[src/rtl/oob_dev.sv]
// Purpose : device-side SATA OOB responder; answers COMRESET with COMINIT and COMWAKE with COMWAKE,
//           then sends ALIGN and SYNC until the link is up, then passes link-layer data through.
// Latency : every output is registered, one cycle after the state/input that produces it.
// Backpressure: none; the GTX consumes one dword per clk, and OOB handshakes wait on txcomfinish.
// Ports   : clk/rst (sync, active-low); rxcominitdet_in, rxcomwakedet_in, rxelecidle_in,
//           rxbyteisaligned, txcomfinish, rxdata_in/rxcharisk_in, txdata_in/txcharisk_in in;
//           txcominit, txcomwake, txelecidle, txdata_out/txcharisk_out, rxdata_out/rxcharisk_out,
//           phy_ready out.
module oob_dev #(
    parameter int DATA_BYTE_WIDTH = 4,
    parameter int TIMEOUT_CNT     = 40000,
    parameter int TIMER_WIDTH     = 16
) (
    input  logic                           clk,
    input  logic                           rst,
    input  logic                           rxcominitdet_in,
    input  logic                           rxcomwakedet_in,
    input  logic                           rxelecidle_in,
    input  logic                           rxbyteisaligned,
    input  logic                           txcomfinish,
    input  logic [DATA_BYTE_WIDTH*8-1:0]   rxdata_in,
    input  logic [DATA_BYTE_WIDTH-1:0]     rxcharisk_in,
    input  logic [DATA_BYTE_WIDTH*8-1:0]   txdata_in,
    input  logic [DATA_BYTE_WIDTH-1:0]     txcharisk_in,
    output logic                           txcominit,
    output logic                           txcomwake,
    output logic                           txelecidle,
    output logic [DATA_BYTE_WIDTH*8-1:0]   txdata_out,
    output logic [DATA_BYTE_WIDTH-1:0]     txcharisk_out,
    output logic [DATA_BYTE_WIDTH*8-1:0]   rxdata_out,
    output logic [DATA_BYTE_WIDTH-1:0]     rxcharisk_out,
    output logic                           phy_ready
);
    localparam int DW = DATA_BYTE_WIDTH * 8;
    localparam int KW = DATA_BYTE_WIDTH;

    localparam logic [DW-1:0] ALIGN_DAT = 32'h7B4A4ABC;
    localparam logic [DW-1:0] SYNC_DAT  = 32'hB5B5957C;
    localparam logic [KW-1:0] PRIM_K    = 4'b0001;

    localparam logic [2:0] IDLE         = 3'd0;
    localparam logic [2:0] SEND_COMINIT = 3'd1;
    localparam logic [2:0] WAIT_COMWAKE = 3'd2;
    localparam logic [2:0] SEND_COMWAKE = 3'd3;
    localparam logic [2:0] WAIT_RXIDLE  = 3'd4;
    localparam logic [2:0] SEND_ALIGN   = 3'd5;
    localparam logic [2:0] SEND_SYNC    = 3'd6;
    localparam logic [2:0] READY        = 3'd7;

    logic [2:0]             state_q, state_d;
    logic [TIMER_WIDTH-1:0] timer_q, timer_d;
    logic [1:0]             nonalign_q, nonalign_d;
    logic                   txcominit_q, txcominit_d;
    logic                   txcomwake_q, txcomwake_d;
    logic                   txelecidle_q, txelecidle_d;
    logic [DW-1:0]          txdata_q, txdata_d;
    logic [KW-1:0]          txcharisk_q, txcharisk_d;
    logic                   phy_ready_q, phy_ready_d;
    logic [DW-1:0]          rxdata_q;
    logic [KW-1:0]          rxcharisk_q;

    logic rx_align;
    logic rx_nonalign_k;
    logic timeout;

    assign rx_align      = (rxdata_in == ALIGN_DAT) && (rxcharisk_in == PRIM_K);
    assign rx_nonalign_k = rxcharisk_in[0] && !rx_align;
    assign timeout       = (timer_q == TIMER_WIDTH'(TIMEOUT_CNT - 1));

    always_comb begin
        state_d    = state_q;
        nonalign_d = nonalign_q;
        case (state_q)
            IDLE: begin
                if (rxcominitdet_in) state_d = SEND_COMINIT;
            end
            SEND_COMINIT: begin
                if (txcomfinish) state_d = WAIT_COMWAKE;
            end
            WAIT_COMWAKE: begin
                // a retried COMRESET outranks a simultaneous COMWAKE
                if (rxcominitdet_in)      state_d = SEND_COMINIT;
                else if (rxcomwakedet_in) state_d = SEND_COMWAKE;
                else if (timeout)         state_d = IDLE;
            end
            SEND_COMWAKE: begin
                if (txcomfinish) state_d = WAIT_RXIDLE;
            end
            WAIT_RXIDLE: begin
                if (rxcominitdet_in)     state_d = SEND_COMINIT;
                else if (!rxelecidle_in) state_d = SEND_ALIGN;
            end
            SEND_ALIGN: begin
                if (rxcominitdet_in) begin
                    state_d = SEND_COMINIT;
                end else if (rxbyteisaligned && rx_align) begin
                    state_d    = SEND_SYNC;
                    nonalign_d = 2'd0;
                end else if (timeout) begin
                    state_d = IDLE;
                end
            end
            SEND_SYNC: begin
                if (rxcominitdet_in) begin
                    state_d = SEND_COMINIT;
                end else if (rx_nonalign_k) begin
                    // third back-to-back non-ALIGN primitive brings the link up
                    if (nonalign_q == 2'd2) state_d = READY;
                    nonalign_d = nonalign_q + 2'd1;
                end else begin
                    nonalign_d = 2'd0;
                end
            end
            READY: begin
                if (rxcominitdet_in) state_d = SEND_COMINIT;
            end
            default: state_d = IDLE;
        endcase
    end

    // Timer restarts on every state change, so it counts cycles spent in the current state.
    assign timer_d = (state_d != state_q) ? '0 : timer_q + 1'b1;

    // Outputs are decoded from the next state so they line up with the state register.
    always_comb begin
        txcominit_d  = (state_d == SEND_COMINIT) && (state_q != SEND_COMINIT);
        txcomwake_d  = (state_d == SEND_COMWAKE) && (state_q != SEND_COMWAKE);
        txelecidle_d = !((state_d == SEND_ALIGN) || (state_d == SEND_SYNC) || (state_d == READY));
        phy_ready_d  = (state_d == READY);
        txdata_d     = '0;
        txcharisk_d  = '0;
        case (state_d)
            SEND_ALIGN: begin
                txdata_d    = ALIGN_DAT;
                txcharisk_d = PRIM_K;
            end
            SEND_SYNC: begin
                txdata_d    = SYNC_DAT;
                txcharisk_d = PRIM_K;
            end
            READY: begin
                txdata_d    = txdata_in;
                txcharisk_d = txcharisk_in;
            end
            default: begin
                txdata_d    = '0;
                txcharisk_d = '0;
            end
        endcase
    end

    always_ff @(posedge clk) begin
        if (!rst) begin
            state_q      <= IDLE;
            timer_q      <= '0;
            nonalign_q   <= 2'd0;
            txcominit_q  <= 1'b0;
            txcomwake_q  <= 1'b0;
            txelecidle_q <= 1'b1;
            txdata_q     <= '0;
            txcharisk_q  <= '0;
            phy_ready_q  <= 1'b0;
        end else begin
            state_q      <= state_d;
            timer_q      <= timer_d;
            nonalign_q   <= nonalign_d;
            txcominit_q  <= txcominit_d;
            txcomwake_q  <= txcomwake_d;
            txelecidle_q <= txelecidle_d;
            txdata_q     <= txdata_d;
            txcharisk_q  <= txcharisk_d;
            phy_ready_q  <= phy_ready_d;
        end
    end

    // Receive path is a plain one-cycle bypass, independent of state and reset.
    always_ff @(posedge clk) begin
        rxdata_q    <= rxdata_in;
        rxcharisk_q <= rxcharisk_in;
    end

    assign txcominit     = txcominit_q;
    assign txcomwake     = txcomwake_q;
    assign txelecidle    = txelecidle_q;
    assign txdata_out    = txdata_q;
    assign txcharisk_out = txcharisk_q;
    assign phy_ready     = phy_ready_q;
    assign rxdata_out    = rxdata_q;
    assign rxcharisk_out = rxcharisk_q;

endmodule

[config.mk]
export PLATFORM = sky130hd
export DESIGN_NAME = oob_dev
export DESIGN_NICKNAME = d
export VERILOG_FILES = /design/src/rtl/oob_dev.sv
export SDC_FILE = /design/constraint.sdc
export NUM_CORES = 1
export LEC_CHECK = 0
export ABC_CLOCK_PERIOD_IN_PS = 6540
export CORE_MARGIN = 5
export CORE_UTILIZATION = 44
export CTS_CLUSTER_SIZE = 8
export DETAILED_ROUTE_END_ITERATION = 16
export PLACE_DENSITY = 0.94
export SYNTH_ARGS = -nofsm -noshare
export SYNTH_HDL_FRONTEND = slang
export SYNTH_SLANG_ARGS = --single-unit
[constraint.sdc]
create_clock -name clk -period 6.54 [get_ports clk]
set_input_delay 1.635 -clock clk [delete_from_list [all_inputs] [get_ports clk]]
set_output_delay 1.635 -clock clk [all_outputs]
set_load 0.01 [all_outputs]
* Word level (Yosys, flattened, before mapping)
Cells that the tools add are included.
** Cells by class
- Add/sub/neg operators :: 2
- Equality and inequality tests :: 22
- Mux-type cells :: 21
- Bitwise logic cells :: 1
- Reduce and logical (&&, ||, !) cells :: 15
** Operators by type and width (count)
- 32-bit case mux with 3 select lines :: 1
- 3-bit two-way mux :: 13
- 32-bit by 31-bit == test with 1-bit output, second input constant :: 1
- 3-bit == test, second input constant :: 7
- 3-bit case mux with 7 select lines :: 1
- 16-bit by 1-bit adder with 16-bit output, second input constant :: 1
- 16-bit == test, second input constant :: 1
- 3-bit by 2-bit == test with 1-bit output, second input constant :: 3
- 2-bit two-way mux :: 4
- 4-bit case mux with 2 select lines :: 1
- 3-bit by 1-bit == test with 1-bit output, second input constant :: 2
- 2-bit != test, second input constant :: 3
- 2-bit OR reduction :: 3
- 1-bit logical AND :: 5
- 4-bit by 1-bit == test with 1-bit output, second input constant :: 1
- 2-bit case mux with 2 select lines :: 1
- 4-bit AND reduction :: 1
- 3-bit zero test :: 1
- 3-bit by 1-bit != test with 1-bit output, second input constant :: 1
- 3-bit by 2-bit != test with 1-bit output, second input constant :: 1
- 3-bit != test :: 1
- 2-bit by 1-bit adder with 2-bit output, second input constant :: 1
- 2-bit == test, second input constant :: 1
- 1-bit zero test :: 2
- other kinds (3) :: 4
** Word-level totals
- Flip-flop bits (word level) :: 97
- Output and inout port bits :: 76

* Longest topological paths before layout
- Depth in word-level cells :: 11
- Mapped depth :: 9
- Gate-level depth less buffers :: 8

* Least setup slack after synthesis
Ideal clock, no wire load.
- Path type :: input -> register
- From :: input rxdata_in[20]
- To :: register timer_q[10]
- Arrival :: 3.809 ns
- Slack :: 2.614 ns
- Stages on the path :: 8
- Cell sequence :: or4b_1 > or3_1 > or4_1 > nor3_1 > o221ai_1 > o2111ai_1 > buf_2 > nor2_1
** Between the ends
- Longest elaborated chain between the ends :: 9
- Elaborated cells between the ends (all ways) :: 12
- Classes of those cells :: 2 x eq/ne; 5 x mux; 5 x reduce/logical
** RTL lines
- from (decl) :: RTL line 21 : input logic [DATA_BYTE_WIDTH*8-1:0] rxdata_in,
- 32-bit by 31-bit == test with 1-bit output * :: RTL line 66 : assign rx_align = (rxdata_in == ALIGN_DAT) && (rxcharisk_in == PRIM_K);
- 1-bit logical AND * :: RTL line 66
- 1-bit zero test :: RTL line 67 : assign rx_nonalign_k = rxcharisk_in[0] && !rx_align;
- 1-bit logical AND :: RTL line 67
- 3-bit two-way mux :: RTL line 106 : end else if (rx_nonalign_k) begin
- 3-bit two-way mux :: RTL line 104 : if (rxcominitdet_in) begin
- 3-bit case mux with 7 select lines * :: RTL line 73 : case (state_q)
- 3-bit != test * :: RTL line 122 : assign timer_d = (state_d != state_q) ? '0 : timer_q + 1'b1;
- 2-bit OR reduction (no line) *
- to (signal assigned) :: RTL line 165 : timer_q <= timer_d;
- to (decl) :: RTL line 51 : logic [TIMER_WIDTH-1:0] timer_q, timer_d;
Every way passes the cells marked *; elsewhere a longest branch is shown, timed or not.
A chain may end at the register's enable or synchronous reset.

* Final worst setup path
- From :: input rxdata_in[20]
- To :: register txdata_q[3], in the netlist txdata_out[3]
** Between the ends
- Longest elaborated chain between the ends :: 9
- Elaborated cells between the ends (all ways) :: 14
- Classes of those cells :: 4 x eq/ne; 6 x mux; 4 x reduce/logical
** RTL lines
- 32-bit by 31-bit == test with 1-bit output * :: RTL line 66
- 1-bit logical AND * :: RTL line 66
- 1-bit zero test :: RTL line 67
- 1-bit logical AND :: RTL line 67
- 3-bit two-way mux :: RTL line 106
- 3-bit two-way mux :: RTL line 104
- 3-bit case mux with 7 select lines * :: RTL line 73
- 3-bit == test :: RTL line 132 : case (state_d)
- 32-bit case mux with 3 select lines * :: RTL line 132
- to (signal assigned) :: RTL line 170 : txdata_q <= txdata_d;
- to (decl) :: RTL line 56 : logic [DW-1:0] txdata_q, txdata_d;
Marked as above.

==> results.md <==
- Result of the run: complete, no violations
- Wire length of the first global-routing pass: 14.61 mm
- Final setup fails: 0
- Element type at the critical path end: register
- Cell area after layout: 5176 um^2
- Final HPWL from detailed placement: 7.048 mm
- ANT cells: 0
- Total wire length: 9.165 mm
- Root buffer cell: sky130_fd_sc_hd__clkbuf_8
- Final Max Tran Viols: 0
- Vias after detailed routing: 2885
- Clock net sink count: 97
- Post-synth design cell area: 3339 um^2
- Synthesized area per cell: 10.37 um^2
- Die Y-Extent: 97.12 um
- Buffers & Inverters on Critical Path: 1
- Remaining routing DRC violations: 0
- Post-CTS Repair Setup Buffers: 0
- Clock edge transition at the registers on the reported setup and hold paths: 0.09 ns
- Number of warning messages in the yosys log: 0
- Final estimated routing congestion in global placement: 0.8908
- Area of the core region: 7331 um^2
- Sum of overflow across all layers after global routing: 0
- Hold-fix buffer count after cts: 0
- Reg2Reg Launch Point: timer_q[0]
- Worst slew pin tran: 1.216 ns
- Power Density: 230.3 nW/um^2
- CTS tree: done
- Top cells by area in the synthesized netlist: sky130_fd_sc_hd__dfxtp_1 (58%), sky130_fd_sc_hd__a21o_1 (5.2%), sky130_fd_sc_hd__nor2_1 (2.9%)
- Number of H-tree levels: 3
- Share of synthesized area spent on multiplexers: 0
- Hold Path Origin: timer_q[0]
- Ratio of final minimum period to clock period: 0.7384
- Biggest fanout along the worst timing path: 20
- Effective utilization at floorplan: 0.4555
- Fraction of layout instances using a drive strength above 1: 0.05208
- Min-delay worst type: reg -> reg
- Worst vdd ir: 0.0001305 V
- Count of standard-cell rows: 31
- Clock Latency Late Sink: 0.36 ns
- Slowest stage cell on the critical path: sky130_fd_sc_hd__nor3_2
- Count of different cell masters after synthesis: 47
- Complex-gate fraction of the synthesized area: 0.1428
- Via count of the first global-routing pass: 2918
- Drt initial violations: 161
- Leakage power total: 2.130 nW
- Path type of the worst setup path: in -> reg
- Share of synthesized area occupied by flip-flops and latches: 0.5815
- Worst path arrival time: 5.13 ns
- Proportion of register bits with asynchronous set or reset after synthesis: 0
- Antenna violations before repair: 0
- CTS Buffer Depth: 2
- Unrepaired setup endpoints after global routing: no
- Post-Synth XOR/XNOR Area: 0.03672
- Share of the synthesized area in the top cell type: 0.5815
- Count of state elements after synthesis: 97
- Worst EP required: 6.84 ns
- CTS buffer count: 9
- Chip Width: 97.12 um
- Element type at the critical path start: input port
- Num ports: 155
- Dominant register cell in the synthesized netlist: sky130_fd_sc_hd__dfxtp_1
- Slew Limit Headroom: 0.1883
- Number of cells produced by synthesis: 322
- Leading cell types by count after synthesis: sky130_fd_sc_hd__dfxtp_1 (97), sky130_fd_sc_hd__nor2_1 (26), sky130_fd_sc_hd__a21o_1 (23), sky130_fd_sc_hd__nand2_1 (23), sky130_fd_sc_hd__a21oi_1 (16)
- Cells resized by post-CTS repair: 0
- Adder-Cell Fraction of Synth Area: 0.007493
- Cells along the critical path: clkdlybuf4s50_1 -> or4b_1 -> or3_1 -> or4_1 -> o21ai_2 -> a21oi_2 -> nor3_2 -> a211o_1
- Wire per inst: 15.83 um
- Layout-stage area growth over the synthesis result: 55.00%
- Cell Count Post-Placement: 563
- Maximum achievable frequency: 207.1 MHz
- Critical Path Max Stage Delay: 1.00 ns
- Antenna Violating Nets Remaining: 0
- Worst path top cell family by delay: simple AND/OR/NAND/NOR gates
- Final Net Count: 556
- Pin count of the biggest net entering global routing: 21
- Post-synth EDFFs: 0
- Area post-placement: 4954 um^2
- 1st-pass router iterations: 7
- Area leader, netlist: sky130_fd_sc_hd__dfxtp_1
- Setup clock skew after layout: 0.01771 ns
- Final period demand of the worst path: 4.829 ns
- Synthesized Nets: 403
- Final count of hold timing violations: 0
- Main combinational cell family by area after synthesis: simple AND/OR/NAND/NOR gates
- Setup tns final: 0 ns
- Post-route insts no fill: 579
- DR vias/cell: 4.983
- Number of port buffers: 154
- Simple logic cell fraction of the synthesized area: 0.2068
- Launching instance or port of the critical path: rxdata_in[20]
- Max capacitance violation total: 0
- GRT Resource Usage Total: 0.1915
- Most frequently used cell type in the post-synthesis netlist: sky130_fd_sc_hd__dfxtp_1
- Total Die Area: 9432 um^2
==> stage by stage <==
stage / total power, W / util / hold WS, ns / setup WS [ns]
after CTS: 0.001200 / 0.7061 / 0.4739 / 1.769
after global routing: 0.001238 / 0.7061 / 0.5050 / 1.561
after detailed placement: 0.0007733 / 0.6757 / 0.4537 / 1.415
final: 0.001192 / 0.7061 / 0.4681 / 1.711
after global placement: 0.0007698 / 0.6757 / 0.4389 / 1.511
after floorplan: 0.0006852 / - / 0.4260 / 2.614
==> cells by family (layout without fill, tap and decap cells) <==
| family | after synthesis | after routing |
|---|---|---|
| buffers and inverters | 19 | 177 |
| and+or+nand+nor | 121 | 121 |
| adders and majority gates | 2 | 2 |
| AOI/OAI and AO/OA | 69 | 69 |
| DFF | 97 | 97 |
| xor gates and xnor gates | 14 | 14 |
==> where the power goes <==
group	leakage (nW)	total, W	internal (W)	switching (W)
combinational	1.22	0.000145	0.0000857	0.0000589
clock	0.111	0.000432	0.000219	0.000213
sequential	0.796	0.000616	0.000607	0.00000863
==> registers in the layout (all words and copies together), names as in the netlist <==
register and flops:
rxcharisk_out 4, state_q 3, txcharisk_out 4, timer_q 16
txelecidle 1, txdata_out 32, txcominit 1, phy_ready 1
txcomwake 1, nonalign_q 2, rxdata_out 32
==> area by class of cell <==
type                            count  area, um^2
Sequential cell                    97        1942
Timing Repair Buffer              154        1541
Inverter                            7       26.28
Clock buffer                        9       123.9
Fill cell                         537        2155
Multi-Input combinational cell    206        1320
Clock inverter                      7       98.84
Tap cell                           99       123.9
==> metal layers <==
metal,global-route usage,share of wire
met1,0.2201,0.42
met2,0.3439,0.50
met3,0.05169,0.062
met4,0.06048,0.012
met5,0,0
==> worst paths after layout <==
| check | to | slack [ns] | depth (start not counted) |
|---|---|---|---|
| worst max-delay path | txdata_out[3] | 1.71 | 8 |
| worst min-delay path | timer_q[0] | 0.47 | 1 |
| worst max register to register | timer_q[3] | 3.48 | 8 |
| worst min register to register | timer_q[0] | 0.47 | 1 |
==> cell usage in the layout, fill, tap and decap left out, types with 2 or more instances in the layout <==
| master | count |
|---|---|
| sky130_fd_sc_hd__a211o_1 | 9 |
| sky130_fd_sc_hd__a21o_1 | 23 |
| sky130_fd_sc_hd__a21oi_1 | 16 |
| sky130_fd_sc_hd__and2_1 | 9 |
| sky130_fd_sc_hd__and3_1 | 5 |
| sky130_fd_sc_hd__and4_1 | 2 |
| sky130_fd_sc_hd__bufinv_16 | 2 |
| sky130_fd_sc_hd__clkbuf_8 | 9 |
| sky130_fd_sc_hd__clkdlybuf4s50_1 | 154 |
| sky130_fd_sc_hd__dfxtp_1 | 97 |
| sky130_fd_sc_hd__ha_1 | 2 |
| sky130_fd_sc_hd__inv_1 | 7 |
| sky130_fd_sc_hd__inv_6 | 3 |
| sky130_fd_sc_hd__nand2_1 | 23 |
| sky130_fd_sc_hd__nand2b_1 | 3 |
| sky130_fd_sc_hd__nand3_1 | 8 |
| sky130_fd_sc_hd__nand4_1 | 5 |
| sky130_fd_sc_hd__nand4b_1 | 2 |
| sky130_fd_sc_hd__nand4bb_1 | 2 |
| sky130_fd_sc_hd__nor2_1 | 26 |
| sky130_fd_sc_hd__nor2b_1 | 8 |
| sky130_fd_sc_hd__nor3_1 | 6 |
| sky130_fd_sc_hd__nor3_2 | 2 |
| sky130_fd_sc_hd__nor3_4 | 2 |
| sky130_fd_sc_hd__nor4_1 | 2 |
| sky130_fd_sc_hd__nor4b_1 | 2 |
| sky130_fd_sc_hd__nor4bb_1 | 3 |
| sky130_fd_sc_hd__o21ai_0 | 9 |
| sky130_fd_sc_hd__or2_2 | 2 |
| sky130_fd_sc_hd__or3_1 | 3 |
| sky130_fd_sc_hd__or4_1 | 3 |
| sky130_fd_sc_hd__xnor2_1 | 5 |
| sky130_fd_sc_hd__xor2_1 | 9 |
(Power assumes the default switching activity.)
